## src/rtl/snp_req_ctrl_mc.sv

```systemverilog
// Multi-cycle snoop-request controller: tag lookup, L1 invalidate/fetch fan-out with ack
// collection, optional downstream writeback, tag update and snoop response, with per-phase timeout.
module snp_req_ctrl_mc #(
  parameter int ADDR_WIDTH  = 32,
  parameter int NUM_L1      = 2,
  parameter int TIMEOUT_CYC = 255,
  parameter int TO_W        = 8
) (
  input  logic                  clk,
  input  logic                  rst_n,
  input  logic                  sureq_valid,
  output logic                  sureq_ready,
  input  logic [1:0]            sureq_op,
  input  logic [ADDR_WIDTH-1:0] sureq_addr,
  output logic                  tag_rd_en,
  output logic [ADDR_WIDTH-1:0] tag_rd_addr,
  input  logic [2:0]            tag_rd_st,
  input  logic [NUM_L1-1:0]     tag_rd_l1_vec,
  output logic [NUM_L1-1:0]     cureq_valid,
  input  logic [NUM_L1-1:0]     cureq_ready,
  output logic [1:0]            cureq_op,
  output logic [ADDR_WIDTH-1:0] cureq_addr,
  input  logic [NUM_L1-1:0]     cursp_valid,
  input  logic [NUM_L1-1:0]     cursp_dirty,
  output logic                  sdreq_valid,
  input  logic                  sdreq_ready,
  output logic [2:0]            sdreq_op,
  output logic [ADDR_WIDTH-1:0] sdreq_addr,
  input  logic                  sdrsp_valid,
  output logic                  tag_wr_en,
  output logic [ADDR_WIDTH-1:0] tag_wr_addr,
  output logic [2:0]            tag_wr_st,
  output logic [NUM_L1-1:0]     tag_wr_l1_vec,
  output logic                  sursp_valid,
  input  logic                  sursp_ready,
  output logic [1:0]            sursp_rsp,
  output logic                  timeout_err
);

  localparam logic [1:0] SUREQ_RD  = 2'd0;
  localparam logic [1:0] SUREQ_RFO = 2'd1;
  localparam logic [1:0] CUREQ_RD  = 2'd0;
  localparam logic [1:0] CUREQ_RFO = 2'd1;
  localparam logic [1:0] CUREQ_INV = 2'd2;
  localparam logic [2:0] SDREQ_WB  = 3'd1;

  localparam logic [2:0] ST_INVALID  = 3'd0;
  localparam logic [2:0] ST_SHARED   = 3'd1;
  localparam logic [2:0] ST_MODIFIED = 3'd3;
  localparam logic [2:0] ST_MIGRATED = 3'd4;

  localparam logic [1:0] RSP_OKAY    = 2'b00;
  localparam logic [1:0] RSP_INV     = 2'b01;
  localparam logic [1:0] RSP_TIMEOUT = 2'b10;

  localparam bit            TO_EN  = (TIMEOUT_CYC != 0);
  localparam logic [TO_W-1:0] TO_LIM = TO_W'(TIMEOUT_CYC);

  typedef enum logic [2:0] {
    S_IDLE, S_LOOKUP, S_L1_REQ, S_L1_WAIT, S_WB_REQ, S_WB_WAIT, S_UPDATE, S_RSP
  } state_t;

  state_t                  state, state_n;
  logic                    ready_q;
  logic [1:0]              op_q, op_n;
  logic [ADDR_WIDTH-1:0]   addr_q, addr_n;
  logic [2:0]              st_q, st_n;
  logic [NUM_L1-1:0]       vec_q, vec_n;
  logic [NUM_L1-1:0]       req_pend, req_n;
  logic [NUM_L1-1:0]       ack_pend, ack_n;
  logic                    dirty_q, dirty_n;
  logic [TO_W-1:0]         to_cnt, cnt_n;
  logic [1:0]              rsp_q, rsp_n;
  logic [NUM_L1-1:0]       hs, open_acks, acked;
  logic                    in_wait, timed_out, needs_wb;

  // ready_q is registered so sureq_ready stays low while rst_n is asserted
  always_ff @(posedge clk or negedge rst_n) begin
    if (!rst_n) begin
      state    <= S_IDLE;
      ready_q  <= 1'b0;
      op_q     <= '0;
      addr_q   <= '0;
      st_q     <= '0;
      vec_q    <= '0;
      req_pend <= '0;
      ack_pend <= '0;
      dirty_q  <= 1'b0;
      to_cnt   <= '0;
      rsp_q    <= '0;
    end else begin
      state    <= state_n;
      ready_q  <= (state_n == S_IDLE);
      op_q     <= op_n;
      addr_q   <= addr_n;
      st_q     <= st_n;
      vec_q    <= vec_n;
      req_pend <= req_n;
      ack_pend <= ack_n;
      dirty_q  <= dirty_n;
      to_cnt   <= cnt_n;
      rsp_q    <= rsp_n;
    end
  end

  always_comb begin
    state_n   = state;
    op_n      = op_q;
    addr_n    = addr_q;
    st_n      = st_q;
    vec_n     = vec_q;
    req_n     = req_pend;
    ack_n     = ack_pend;
    dirty_n   = dirty_q;
    cnt_n     = to_cnt;
    rsp_n     = rsp_q;

    sureq_ready   = 1'b0;
    tag_rd_en     = 1'b0;
    cureq_valid   = '0;
    sdreq_valid   = 1'b0;
    tag_wr_en     = 1'b0;
    tag_wr_st     = '0;
    tag_wr_l1_vec = '0;
    sursp_valid   = 1'b0;
    sursp_rsp     = '0;
    timeout_err   = 1'b0;

    tag_rd_addr = (state == S_IDLE) ? '0 : addr_q;
    cureq_addr  = (state == S_IDLE) ? '0 : addr_q;
    sdreq_addr  = (state == S_IDLE) ? '0 : addr_q;
    tag_wr_addr = (state == S_IDLE) ? '0 : addr_q;
    sdreq_op    = (state == S_IDLE) ? 3'd0 : SDREQ_WB;
    if (state == S_IDLE)
      cureq_op = 2'd0;
    else if (op_q == SUREQ_RFO && st_q == ST_MIGRATED)
      cureq_op = CUREQ_RFO;
    else if (op_q != SUREQ_RD)
      cureq_op = CUREQ_INV;
    else
      cureq_op = CUREQ_RD;

    hs        = req_pend & cureq_ready;
    open_acks = ack_pend | hs;
    acked     = open_acks & cursp_valid;
    needs_wb  = (st_q == ST_MODIFIED) || (st_q == ST_MIGRATED);
    in_wait   = (state == S_L1_REQ) || (state == S_L1_WAIT) ||
                (state == S_WB_REQ) || (state == S_WB_WAIT);
    timed_out = TO_EN && in_wait && (to_cnt == TO_LIM);

    case (state)
      S_IDLE: begin
        sureq_ready = ready_q;
        if (sureq_valid && ready_q) begin
          tag_rd_en   = 1'b1;
          tag_rd_addr = sureq_addr;
          op_n        = sureq_op;
          addr_n      = sureq_addr;
          state_n     = S_LOOKUP;
        end
      end
      S_LOOKUP: begin
        st_n    = tag_rd_st;
        vec_n   = tag_rd_l1_vec;
        dirty_n = 1'b0;
        ack_n   = '0;
        cnt_n   = '0;
        if (tag_rd_st == ST_INVALID) begin
          rsp_n   = RSP_INV;
          state_n = S_RSP;
        end else if ((op_q != SUREQ_RD && tag_rd_l1_vec != '0) || tag_rd_st == ST_MIGRATED) begin
          // a migrated block with no recorded sharers must be chased on every channel
          req_n   = (tag_rd_st == ST_MIGRATED && tag_rd_l1_vec == '0) ? '1 : tag_rd_l1_vec;
          state_n = S_L1_REQ;
        end else if (tag_rd_st == ST_MODIFIED) begin
          state_n = S_WB_REQ;
        end else begin
          state_n = S_UPDATE;
        end
      end
      S_L1_REQ, S_L1_WAIT: begin
        if (timed_out) begin
          timeout_err = 1'b1;
          req_n       = '0;
          ack_n       = '0;
          rsp_n       = RSP_TIMEOUT;
          state_n     = S_RSP;
        end else begin
          cureq_valid = req_pend;
          req_n       = req_pend & ~hs;
          ack_n       = open_acks & ~cursp_valid;
          dirty_n     = dirty_q | (|(acked & cursp_dirty));
          cnt_n       = to_cnt + 1'b1;
          if (state == S_L1_REQ) begin
            if (req_n == '0)
              state_n = S_L1_WAIT;
          end else if (ack_n == '0) begin
            if (needs_wb || dirty_n) begin
              cnt_n   = '0;
              state_n = S_WB_REQ;
            end else begin
              state_n = S_UPDATE;
            end
          end
        end
      end
      S_WB_REQ: begin
        if (timed_out) begin
          timeout_err = 1'b1;
          rsp_n       = RSP_TIMEOUT;
          state_n     = S_RSP;
        end else begin
          sdreq_valid = 1'b1;
          cnt_n       = to_cnt + 1'b1;
          if (sdreq_ready)
            state_n = sdrsp_valid ? S_UPDATE : S_WB_WAIT;
        end
      end
      S_WB_WAIT: begin
        if (timed_out) begin
          timeout_err = 1'b1;
          rsp_n       = RSP_TIMEOUT;
          state_n     = S_RSP;
        end else begin
          cnt_n = to_cnt + 1'b1;
          if (sdrsp_valid)
            state_n = S_UPDATE;
        end
      end
      S_UPDATE: begin
        tag_wr_en     = 1'b1;
        tag_wr_st     = (op_q == SUREQ_RD) ? ST_SHARED : ST_INVALID;
        tag_wr_l1_vec = (op_q == SUREQ_RD) ? vec_q : '0;
        rsp_n         = RSP_OKAY;
        state_n       = S_RSP;
      end
      S_RSP: begin
        sursp_valid = 1'b1;
        sursp_rsp   = rsp_q;
        if (sursp_ready)
          state_n = S_IDLE;
      end
      default: state_n = S_IDLE;
    endcase
  end

endmodule

```

## config.mk

```make
export PLATFORM = sky130hd
export DESIGN_NAME = snp_req_ctrl_mc
export DESIGN_NICKNAME = d
export VERILOG_FILES = /design/src/rtl/snp_req_ctrl_mc.sv
export SDC_FILE = /design/constraint.sdc
export NUM_CORES = 1
export LEC_CHECK = 0
export CAP_MARGIN = 5
export CELL_PAD_IN_SITES_DETAIL_PLACEMENT = 1
export CELL_PAD_IN_SITES_GLOBAL_PLACEMENT = 2
export CORE_MARGIN = 1
export CORE_UTILIZATION = 22
export DETAILED_ROUTE_END_ITERATION = 12
export PLACE_DENSITY = 0.89
export REMOVE_ABC_BUFFERS = 1
export SLEW_MARGIN = 30
export SYNTH_ARGS = -nofsm -noshare
export SYNTH_HDL_FRONTEND = slang
export SYNTH_SLANG_ARGS = --single-unit
export TNS_END_PERCENT = 20
```

## constraint.sdc

```tcl
create_clock -name clk -period 4 [get_ports clk]
set_input_delay 0.8 -clock clk [delete_from_list [all_inputs] [get_ports clk]]
set_output_delay 0.8 -clock clk [all_outputs]
set_load 0.01 [all_outputs]
```

* Word level (Yosys, flattened, before mapping)
Index checks and enable logic that the tools add are counted.
Operators by class: add/sub/neg operators 1, equal/unequal tests 19, muxes and demuxes 57, bitwise logic cells 9, reduce and logical (&&, ||, !) cells 32
Operator list (count):
- 32-bit two-way mux | 3
- 8-bit two-way mux | 5
- 2-bit two-way mux | 18
- 3-bit two-way mux | 12
- 8-bit case mux with 3 select lines | 1
- 3-bit case mux with 7 select lines | 1
- 3-bit == test (second input constant) | 6
- 1-bit two-way mux | 13
- 3-bit by 2-bit == test with 1-bit output (second input constant) | 4
- 2-bit AND | 5
- 2-bit inequality test (second input constant) | 5
- 3-bit zero test | 3
- 3-bit AND reduction | 3
- 8-bit by 1-bit adder with 8-bit output (second input constant) | 1
- 8-bit == test (second input constant) | 1
- 2-bit zero test | 4
- 2-bit case mux with 2 select lines | 2
- 1-bit logical OR | 6
- 2-bit case mux with 3 select lines | 1
- 2-bit nonzero test | 3
- 3-bit nonzero test | 2
- 2-bit OR reduction | 3
- 1-bit logical AND | 5
- 2-bit inverter | 2
- 8 further kinds | 9
Storage, ports and cells: register bits after elaboration 58, input port bits 51, output and inout bits 148, word-level logic and storage cells 129

* Logic depth before layout (Yosys ltp)
Gate-level depths: netlist (run 1).
depth after elaboration 13, mapped depth 7, depth with buffers taken out 6

* Worst setup path after synthesis (run 1)
Ideal clock, no wire load.
path kind reg2out, start register state[1], end output port tag_rd_addr[24], data arrival time 1.576 ns, required time 3.200 ns, path slack 1.624 ns, cell stages (with the launch flop) 8, path buffers 2, cell sequence dfrtp_1 clkbuf_8 nor3_2 nand3_1 inv_2 buf_2 nand2_1 nand2b_1
On the way: word-level cells in the longest chain between the ends 4
Ends and longest elaborated chain:
- start: declaration | RTL line 63 | state_t state, state_n;
- start signal: assignment | RTL line 92 | state <= state_n;
- 3-bit zero test * | RTL line 129, 151
- 32-bit two-way mux | RTL line 129 | tag_rd_addr = (state == S_IDLE) ? '0 : addr_q;
- 32-bit two-way mux | RTL line 154 | if (sureq_valid && ready_q) begin
- 32-bit two-way mux * | RTL line 151 | case (state)
- end: declaration | RTL line 16 | output logic [ADDR_WIDTH-1:0] tag_rd_addr,
Mark *: on every way between the ends. The rest lies on a longest branch, timed or not.

* Worst setup path after layout (run 1)
start register state[1], end output port tag_rd_addr[2]
Same word-level chain as after synthesis.

==> run_results.csv, run 1 <==
group,metric,value,unit
die,ios,199,
detailed_routing,route.met2.wl,6300,um
die,placeableCoreArea,0.0161,sq mm
cts,ctsHtreeMaxLevel,3,
cts,cts_root_buffer,"sky130_fd_sc_hd__clkbuf_16",
die,floorplan.initialDensity,22.8,%
cts,clk_latency,0.33,ns
synth,postSynthAreaPerCell,8.13,sq um
synth,synthDominantCellAreaShare,39.7,%
detailed_routing,drtAntennaViolNets,0,
detailed_routing,amount_of_wire_on_met3_after_detailed_routing,787,um
synth,post_synth_inst_count,450,
timing,rsz0062_at_grt,"no",
grt,first_global_vias,3543,
setup_path,crit_path_max_fanout,34,
place,dpl.hpwl,9680,um
cts,cts_max_path_buffers,2,
synth,synth.cell_area,0.00366,sq mm
layout,design.final.nets,634,
timing,worst_slew_margin_rel,56.3,%
setup_path,crit_path_start,"state[1]",
min_path,min_path_type,"primary input to asynchronous set/reset pin",
grt,grt_start_max_net_pins,37,
detailed_routing,top_layer,"met4",
synth,ys_warn_count,0,
setup_path,critical_path.endpoint_type,"output port",
synth,ys_async_sr_fraction,100,%
setup_path,timing.setup.critical_path_class,"flip-flop to output port",
cts,cts_sinks,58,
setup_path,timing.critical_path.from_type,"flip-flop",
die,fp.dieH,131,um
cts,cts_buffers,9,
synth,synthTopCellsByArea,"sky130_fd_sc_hd__dfrtp_1 40%, sky130_fd_sc_hd__buf_4 14%, sky130_fd_sc_hd__nand2_1 13%",
run_status,status,"complete, no violations",
timing,fin_hold_ws,0.435,ns
cts,holdBufCountCts,0,
detailed_routing,drt-wirelength-per-cell,15.5,um
detailed_routing,first_iter_violations,113,
timing,fmax,275,MHz
synth,ys_types,50,
setup_path,critical_path.reg2reg.endpoint,"ready_q",
die,fp.dieW,131,um
layout,syn2layout_area_growth,54.2,%
timing,tmin_final,3.64,ns
timing,worst-slew-pin-transition,0.648,ns
pwr,ir_worst_vdd,285,uV
detailed_routing,detail_route.first_pass.iterations,4,
setup_path,timing.rr.start,"state[1]",
detailed_routing,finalWirelength,12400,um
synth,most_common_flop_cell_mapped_by_yosys,"sky130_fd_sc_hd__dfrtp_1",
timing,finalCritPeriodShare,91.0,%
grt,global_route.overflow_total,0,
die,number_of_core_rows,46,
synth,post-synth-top-area-cell,"sky130_fd_sc_hd__dfrtp_1",
setup_path,worst_r2r_path_depth,7,
pwr,power.leakage,0.00252,uW
setup_path,critical_path_required,3.20,ns
setup_path,r2r_slack,1.67,ns
setup_path,timing.critical_path.arrival,2.84,ns
detailed_routing,routedLengthMet1,5150,um
layout,drive_gt1_share,6.13,%
grt,antenna_violations_before_repair,0,
grt,grt_first_pass_wirelength,18700,um
detailed_routing,post_drt_via_cell_ratio,4.33,
timing,timing.final.max_slew_violations,0,
synth,count_of_flip_flops_with_a_built_in_enable_after_synthesis,0,
detailed_routing,total_via_count_in_the_routed_design,3479,
die,die_area,0.0172,sq mm
timing,final_hold_viol_count,0,
pwr,power-per-cell-area,838,mW/mm^2
detailed_routing,route.detailed.drc,0,
timing,setup_viol,0,
place,count_of_input_and_output_buffers,194,
place,finalWeightedCongestion,0.837,
run,timing.max_cap.violations,0,
synth,share_of_the_yosys_chip_area_belonging_to_registers,39.7,%
timing,timing.setup.tns,0,ns
cts,cts.reportedPaths.clkPinSlew,0.05,ns
layout,layout.filler_cells,1869,
timing,final.setup_skew,0.00460,ns
synth,synth.ff_latch_count,58,
layout,antenna_cells,0,
cts,tritoncts_clock_tree,"yes",
grt,global_route_usage_over_all_layers,14.5,%
setup_path,critPathCapture,"tag_rd_addr[2]",
area by class of cell:
cell class,instances,area (sq um),area share [%]
repair buffers,199,1980,35.0
multi-input cells,306,1620,28.7
flip-flops and latches,58,1450,25.7
well taps,216,270,4.79
clock buffers,10,229,4.06
clock inverters,6,57.6,1.02
inverters,7,30.0,0.532
repair inverters,1,7.51,0.133
metal layers:
layer / vias up / global-route usage, %
li1: 1678 / -
met1: 1644 / 15.9
met2: 140 / 26.8
met3: 17 / 3.30
met4: 0 / 5.81
met5: - / 0
power breakdown:
part           total (uW)  internal, uW  switching, uW
Combinational        2970          1590           1380
Sequential           1010           835            174
Clock                 743           476            267
Total                4730          2900           1820
layout by cell type (no fill, tap or decap), types with 2 or more instances in the layout:
| cell | n |
|---|---|
| sky130_fd_sc_hd__dfrtp_1 | 58 |
| sky130_fd_sc_hd__nand3_1 | 7 |
| sky130_fd_sc_hd__a21o_1 | 2 |
| sky130_fd_sc_hd__clkdlybuf4s50_1 | 193 |
| sky130_fd_sc_hd__clkinv_2 | 4 |
| sky130_fd_sc_hd__clkinvlp_4 | 3 |
| sky130_fd_sc_hd__a21oi_1 | 7 |
| sky130_fd_sc_hd__o221ai_1 | 2 |
| sky130_fd_sc_hd__conb_1 | 4 |
| sky130_fd_sc_hd__a32o_1 | 2 |
| sky130_fd_sc_hd__o211ai_1 | 2 |
| sky130_fd_sc_hd__o21ai_0 | 14 |
| sky130_fd_sc_hd__inv_1 | 5 |
| sky130_fd_sc_hd__and2_1 | 38 |
| sky130_fd_sc_hd__xor2_1 | 2 |
| sky130_fd_sc_hd__nor2b_1 | 3 |
| sky130_fd_sc_hd__o22ai_1 | 2 |
| sky130_fd_sc_hd__nand2b_1 | 34 |
| sky130_fd_sc_hd__clkbuf_16 | 9 |
| sky130_fd_sc_hd__nor3_1 | 6 |
| sky130_fd_sc_hd__a22o_2 | 4 |
| sky130_fd_sc_hd__o21a_1 | 3 |
| sky130_fd_sc_hd__buf_4 | 6 |
| sky130_fd_sc_hd__nand2_1 | 128 |
| sky130_fd_sc_hd__o31ai_1 | 2 |
| sky130_fd_sc_hd__nor2_1 | 15 |
| sky130_fd_sc_hd__and3_1 | 4 |
| sky130_fd_sc_hd__nor3b_1 | 2 |
| sky130_fd_sc_hd__a211oi_1 | 2 |
synthesized netlist by cell type (4+ instances only):
master                     count
sky130_fd_sc_hd__buf_2         5
sky130_fd_sc_hd__nand3_1       7
sky130_fd_sc_hd__a22o_2        4
sky130_fd_sc_hd__nor3_1        6
sky130_fd_sc_hd__a21oi_1       7
sky130_fd_sc_hd__and3_1        4
sky130_fd_sc_hd__clkbuf_1      8
sky130_fd_sc_hd__buf_4        68
sky130_fd_sc_hd__inv_1         6
sky130_fd_sc_hd__nor2_1       15
sky130_fd_sc_hd__dfrtp_1      58
sky130_fd_sc_hd__and2_1       38
sky130_fd_sc_hd__nand2_1     128
sky130_fd_sc_hd__nand2b_1     34
sky130_fd_sc_hd__o21ai_0      14
stage by stage:
step	area (sq um)	instances	utilization (%)	total power, uW	worst slack, ns
floorplan	3090	371	-	2230	0.891
global placement	5340	786	33.2	3920	0.486
detailed placement	5340	786	33.2	4010	0.442
CTS	5620	802	35.0	4790	0.275
global route	5640	803	35.1	5080	0.0581
finish	5640	803	35.1	4730	0.361
sequential cells by signal, indices dropped and copies added (netlist names), 2 cells and up:
name and cells:
to_cnt 8, op_q 2, st_q 3, vec_q 2
addr_q 32, ack_pend 2, req_pend 2, rsp_q 2
state 3
critical path, stage by stage (launching register included):
cell                              delay [ns]
sky130_fd_sc_hd__dfrtp_1                0.52
sky130_fd_sc_hd__nor3_4                 0.48
sky130_fd_sc_hd__nand3_1                0.18
sky130_fd_sc_hd__inv_2                  0.46
sky130_fd_sc_hd__nand2_1                0.16
sky130_fd_sc_hd__nand2b_1               0.11
sky130_fd_sc_hd__clkdlybuf4s50_1        0.56
kinds of logic after synthesis:
kind of cell / synth area share [%]
adders and majority gates: 0.342
and+or+nand+nor: 32.5
AOI/OAI and AO/OA: 10.3
buffers and inverters: 16.5
other: 0.102
xor gates and xnor gates: 0.479
DFF: 39.7
how the worst min path moves through the flow:
stage                             end  cells after the start
after CTS                  addr_q[28]                      2
after global placement      addr_q[9]                      2
final                       to_cnt[7]                      1
after floorplan              vec_q[0]                      2
after global routing      ack_pend[1]                      1
after detailed placement   addr_q[28]                      2
timing repair:
action / CTS / global route
resized for setup: 0 / 3
endpoints found under the setup margin: 0 / 128
buffers inserted: 0 / 0
Note: power is estimated with default switching activity, not from simulation.
==> run 2: changes to the inputs <==
==> constraint.sdc (replaced) <==
create_clock -name clk -period 4 [get_ports clk]
set_input_delay 0.8 -clock clk [delete_from_list [all_inputs] [get_ports clk]]
set_output_delay 0.8 -clock clk [all_outputs]
set_load 0.05 [all_outputs]
==> run_results.csv, run 2 (synthesis results as in run 1) <==
group,metric,value,unit
setup_path,critical_path_required,3.20,ns
grt,antenna_violations_before_repair,0,
layout,layout.cells.most_common,"sky130_fd_sc_hd__clkdlybuf4s50_1",
die,number_of_core_rows,46,
timing,final.setup.worst_slack,0.216,ns
setup_path,critical_path.reg2reg.endpoint,"ready_q",
die,fp.dieW,131,um
timing,timing.setup.tns,0,ns
grt,grt_start_max_net_pins,41,
cts,holdBufCountCts,0,
cts,cts_root_buffer,"sky130_fd_sc_hd__clkbuf_16",
detailed_routing,total_via_count_in_the_routed_design,3495,
place,detailedPlace.worstSlack,0.567,ns
setup_path,crit_path_slowest_cell,"sky130_fd_sc_hd__clkdlybuf4s50_1",
setup_path,path_delay_family,"buffers and inverters",
setup_path,timing.critical_path.buf_inv,3,
layout,final_cell_mix,"160 x sky130_fd_sc_hd__clkdlybuf4s50_1, 128 x sky130_fd_sc_hd__nand2_1, 58 x sky130_fd_sc_hd__dfrtp_1, 38 x sky130_fd_sc_hd__and2_1, 34 x sky130_fd_sc_hd__nand2b_1",
timing,tmin_final,3.78,ns
setup_path,crit_path_cell_trace,"nor3_2 > inv_1 > buf_4 > and2_1 > clkdlybuf4s50_1",
detailed_routing,detail_route.first_pass.iterations,4,
setup_path,crit_path_max_fanout,25,
detailed_routing,drtAntennaViolNets,0,
setup_path,timing.rr.start,"state[0]",
cts,tritoncts_clock_tree,"yes",
timing,setup_viol,0,
die,placeableCoreArea,0.0161,sq mm
cts,ctsHtreeMaxLevel,3,
layout,drive_gt1_share,11.4,%
grt,first_global_vias,3742,
layout,largest-register,"addr_q",
layout,flip_flop_count_of_the_largest_register_after_layout,32,
die,die_area,0.0172,sq mm
setup_path,r2r_slack,1.78,ns
min_path,min_path_type,"primary input to asynchronous set/reset pin",
grt,grt_first_pass_wirelength,19600,um
run,timing.max_cap.violations,0,
cts,cts_setup_buffers,0,
die,fp.dieH,131,um
cts,cts.reportedPaths.clkPinSlew,0.05,ns
grt,global_route_usage_over_all_layers,14.9,%
timing,worst-slew-pin-transition,0.711,ns
setup_path,critical_path.endpoint_type,"output port",
place,finalWeightedCongestion,0.838,
timing,finalCritPeriodShare,94.6,%
setup_path,timing.critical_path.arrival,2.98,ns
die,ios,199,
cts,cts-resized-gates,0,
timing,rsz0062_at_grt,"no",
cts,cts_buffers,9,
setup_path,worst_r2r_path_depth,6,
layout,syn2layout_area_growth,62.7,%
detailed_routing,post_drt_via_cell_ratio,4.36,
layout,design.final.nets,633,
timing,final_hold_viol_count,0,
setup_path,timing.critical_path.from_type,"flip-flop",
layout,layout_top_registers,"addr_q (32), to_cnt (8)",
cts,clk_latency,0.33,ns
detailed_routing,drt-wirelength-per-cell,15.6,um
run_status,status,"complete, no violations",
timing,fmax,264,MHz
timing,worst_slew_margin_rel,52.5,%
detailed_routing,route.detailed.drc,0,
timing,timing.final.max_slew_violations,0,
cts,cts_max_path_buffers,2,
layout,antenna_cells,0,
place,count_of_input_and_output_buffers,194,
grt,global_route.overflow_total,0,
place,dpl.hpwl,10000,um
detailed_routing,finalWirelength,12500,um
die,floorplan.initialDensity,22.8,%
timing,final.setup_skew,0.00704,ns
cts,cts_sinks,58,
setup_path,timing.setup.critical_path_class,"flip-flop to output port",
detailed_routing,first_iter_violations,132,
setup_path,critPathMaxStageDelay,0.84,ns
[run 2: cell types whose count changed in the layout (fill, tap and decap cells not counted), sizes merged]
cell           previous run  this run
buf                       6        39
clkdlybuf4s50           193       160
clkinvlp                  3         1
inv                       6         7
[run 2: final cells by class]
cell class / count / area, sq um
Clock inverter: 6 / 57.6
Multi-Input combinational cell: 306 / 1610
Fill cell: 1834 / 10100
Sequential cell: 58 / 1450
Inverter: 7 / 26.3
Tap cell: 216 / 270
Clock buffer: 10 / 229
Timing Repair Buffer: 199 / 2310
[run 2: worst max-delay path by stage]
stage / from / endpoint / slack (ns) / cells after the start
4_1_cts: state[0] / tag_wr_addr[31] / 0.13 / 5
2_1_floorplan: state[0] / tag_rd_addr[0] / 0.22 / 4
3_5_place_dp: state[0] / tag_wr_addr[31] / 0.57 / 5
3_3_place_gp: state[0] / cureq_addr[23] / 0.71 / 5
5_1_grt: state[0] / cureq_addr[23] / 0.06 / 5
6_report: state[0] / tag_wr_addr[31] / 0.22 / 5
[run 2: layer usage]
metal	wire length [um]	global-route usage (%)	vias to the layer above	part of all wire, %
met5	0	0	-	0
met3	864	3.71	12	6.9
li1	-	-	1661	-
met2	6440	27.6	131	51
met1	5020	16.4	1691	40
met4	202	5.48	0	1.6
[run 2: through the flow]
stage	hold WS (ns)	std cells	area [sq um]	utilization [%]
2_1_floorplan	0.437	371	3090	-
3_3_place_gp	0.449	786	5670	35.3
3_5_place_dp	0.454	786	5670	35.3
4_1_cts	0.467	802	5950	37.1
5_1_grt	0.486	802	5960	37.1
6_report	0.449	802	5960	37.1
Power of run 2 is not shown: default switching activity piles up to over one toggle a cycle in this logic, so the estimate is an artifact.
==> run 3: changes to the inputs <==
--- a/config.mk
+++ b/config.mk
@@ -9,9 +9,10 @@
 export CELL_PAD_IN_SITES_DETAIL_PLACEMENT = 1
 export CELL_PAD_IN_SITES_GLOBAL_PLACEMENT = 2
 export CORE_MARGIN = 1
-export CORE_UTILIZATION = 22
+export CORE_UTILIZATION = 23
+export CTS_BUF_LIST = sky130_fd_sc_hd__clkbuf_2 sky130_fd_sc_hd__clkbuf_4 sky130_fd_sc_hd__clkbuf_8
 export DETAILED_ROUTE_END_ITERATION = 12
-export PLACE_DENSITY = 0.89
+export PLACE_DENSITY = 0.92
 export REMOVE_ABC_BUFFERS = 1
 export SLEW_MARGIN = 30
 export SYNTH_ARGS = -nofsm -noshare
==> run_results.csv, run 3 (synthesis results as in run 1) <==
group,metric,value,unit
run_status,status,"complete, no violations",
die,placeableCoreArea,0.0154,sq mm
grt,antenna_violations_before_repair,0,
cts,clk_latency,0.35,ns
setup_path,crit_path_cell_trace,"nor3_2 > inv_1 > buf_4 > and2_1 > clkdlybuf4s50_1",
timing,worst-slew-pin-transition,0.794,ns
setup_path,timing.setup.critical_path_class,"flip-flop to output port",
die,fp.dieH,128,um
timing,tmin_final,3.79,ns
place,dpl.hpwl,10100,um
detailed_routing,total_via_count_in_the_routed_design,3524,
layout,drive_gt1_share,11.5,%
timing,final.setup_skew,0.0196,ns
grt,grt_start_max_net_pins,37,
timing,final_hold_viol_count,0,
die,floorplan.initialDensity,23.8,%
detailed_routing,drt-wirelength-per-cell,15.7,um
detailed_routing,finalWirelength,12500,um
die,number_of_core_rows,45,
cts,cts_setup_buffers,0,
cts,cts-resized-gates,0,
setup_path,critical_path_required,3.20,ns
setup_path,crit_path_max_fanout,27,
layout,syn2layout_area_growth,59.9,%
setup_path,critPathMaxStageDelay,0.84,ns
layout,final_cell_mix,"160 x sky130_fd_sc_hd__clkdlybuf4s50_1, 128 x sky130_fd_sc_hd__nand2_1, 58 x sky130_fd_sc_hd__dfrtp_1, 38 x sky130_fd_sc_hd__and2_1, 34 x sky130_fd_sc_hd__nand2b_1",
detailed_routing,detail_route.first_pass.iterations,4,
cts,cts_sinks,58,
layout,design.final.nets,632,
die,ios,199,
layout,largest-register,"addr_q",
layout,antenna_cells,0,
layout,flip_flop_count_of_the_largest_register_after_layout,32,
grt,first_global_vias,3792,
cts,ctsHtreeMaxLevel,3,
timing,setup_viol,0,
layout,final-instance-count-excl-fill,796,
grt,global_route_usage_over_all_layers,15.7,%
setup_path,critical_path.endpoint_type,"output port",
setup_path,crit_path_slowest_cell,"sky130_fd_sc_hd__clkdlybuf4s50_1",
run,timing.max_cap.violations,0,
grt,grt_first_pass_wirelength,20200,um
timing,fin_hold_ws,0.468,ns
cts,cts_root_buffer,"sky130_fd_sc_hd__clkbuf_8",
min_path,min_path_type,"flip-flop to flip-flop",
timing,timing.setup.tns,0,ns
place,number_of_instances_in_the_placed_design,780,
die,fp.dieW,128,um
detailed_routing,route.detailed.drc,0,
grt,global_route.overflow_total,0,
cts,tritoncts_clock_tree,"yes",
detailed_routing,drtAntennaViolNets,0,
timing,finalCritPeriodShare,94.8,%
timing,rsz0062_at_grt,"no",
layout,layout.cells.most_common,"sky130_fd_sc_hd__clkdlybuf4s50_1",
place,count_of_input_and_output_buffers,194,
timing,fmax,264,MHz
cts,cts.reportedPaths.clkPinSlew,0.08,ns
layout,layout_top_registers,"addr_q (32), to_cnt (8)",
detailed_routing,post_drt_via_cell_ratio,4.43,
timing,timing.final.max_slew_violations,0,
timing,worst_slew_margin_rel,47.1,%
place,finalWeightedCongestion,0.858,
cts,cts_buffers,9,
cts,holdBufCountCts,0,
layout,postLayoutCoreUtil,38.1,%
setup_path,timing.critical_path.from_type,"flip-flop",
detailed_routing,first_iter_violations,111,
setup_path,timing.critical_path.arrival,2.99,ns
cts,cts_max_path_buffers,2,
die,die_area,0.0164,sq mm
-- run 3: cell count changes in the layout (fill, tap and decap cells not counted), sizes merged --
cell / change
buf: -1
clkbuf: +1
clkinvlp: -1
-- run 3: per-layer routing --
layer / wire length [um] / vias up / global-route usage [%]
met3: 670 / 11 / 4.05
li1: - / 1655 / -
met1: 5080 / 1735 / 17.5
met5: 0 / - / 0
met4: 117 / 0 / 3.94
met2: 6640 / 123 / 29.4
-- run 3: critical path: cells and delay by family (launching register included) --
family / cells / cell delay [ns]
buf+inv: 3 / 1.65
flops: 1 / 0.64
simple gates: 2 / 0.34
-- run 3: path summary, 6_finish.rpt --
kind | slack, ns | startpoint | endpoint | cells after the start
hold / removal | 0.47 | addr_q[0] | addr_q[0] | 2
hold reg to reg | 0.47 | addr_q[0] | addr_q[0] | 2
min in group asynchronous | 0.53 | rst_n | dirty_q | 1
setup reg to reg | 1.77 | state[0] | ready_q | 6
max in group asynchronous | 2.60 | rst_n | to_cnt[3] | 2
setup / recovery | 0.21 | state[0] | cureq_addr[24] | 5
-- run 3: area by class of cell --
class / instances / area, sq um
clock inverters: 5 / 53.8
inverters: 7 / 26.3
multi-input cells: 306 / 1610
well taps: 211 / 264
clock buffers: 11 / 145
repair buffers: 198 / 2300
fillers: 1800 / 9520
flip-flops and latches: 58 / 1450
-- run 3: through the flow --
step	worst slack [ns]	cell area, sq um
6_report	0.207	5850
3_5_place_dp	0.570	5650
2_1_floorplan	0.222	3090
4_1_cts	0.172	5850
5_1_grt	0.0417	5850
3_3_place_gp	0.667	5650
Power of run 3 is left out for the same reason.
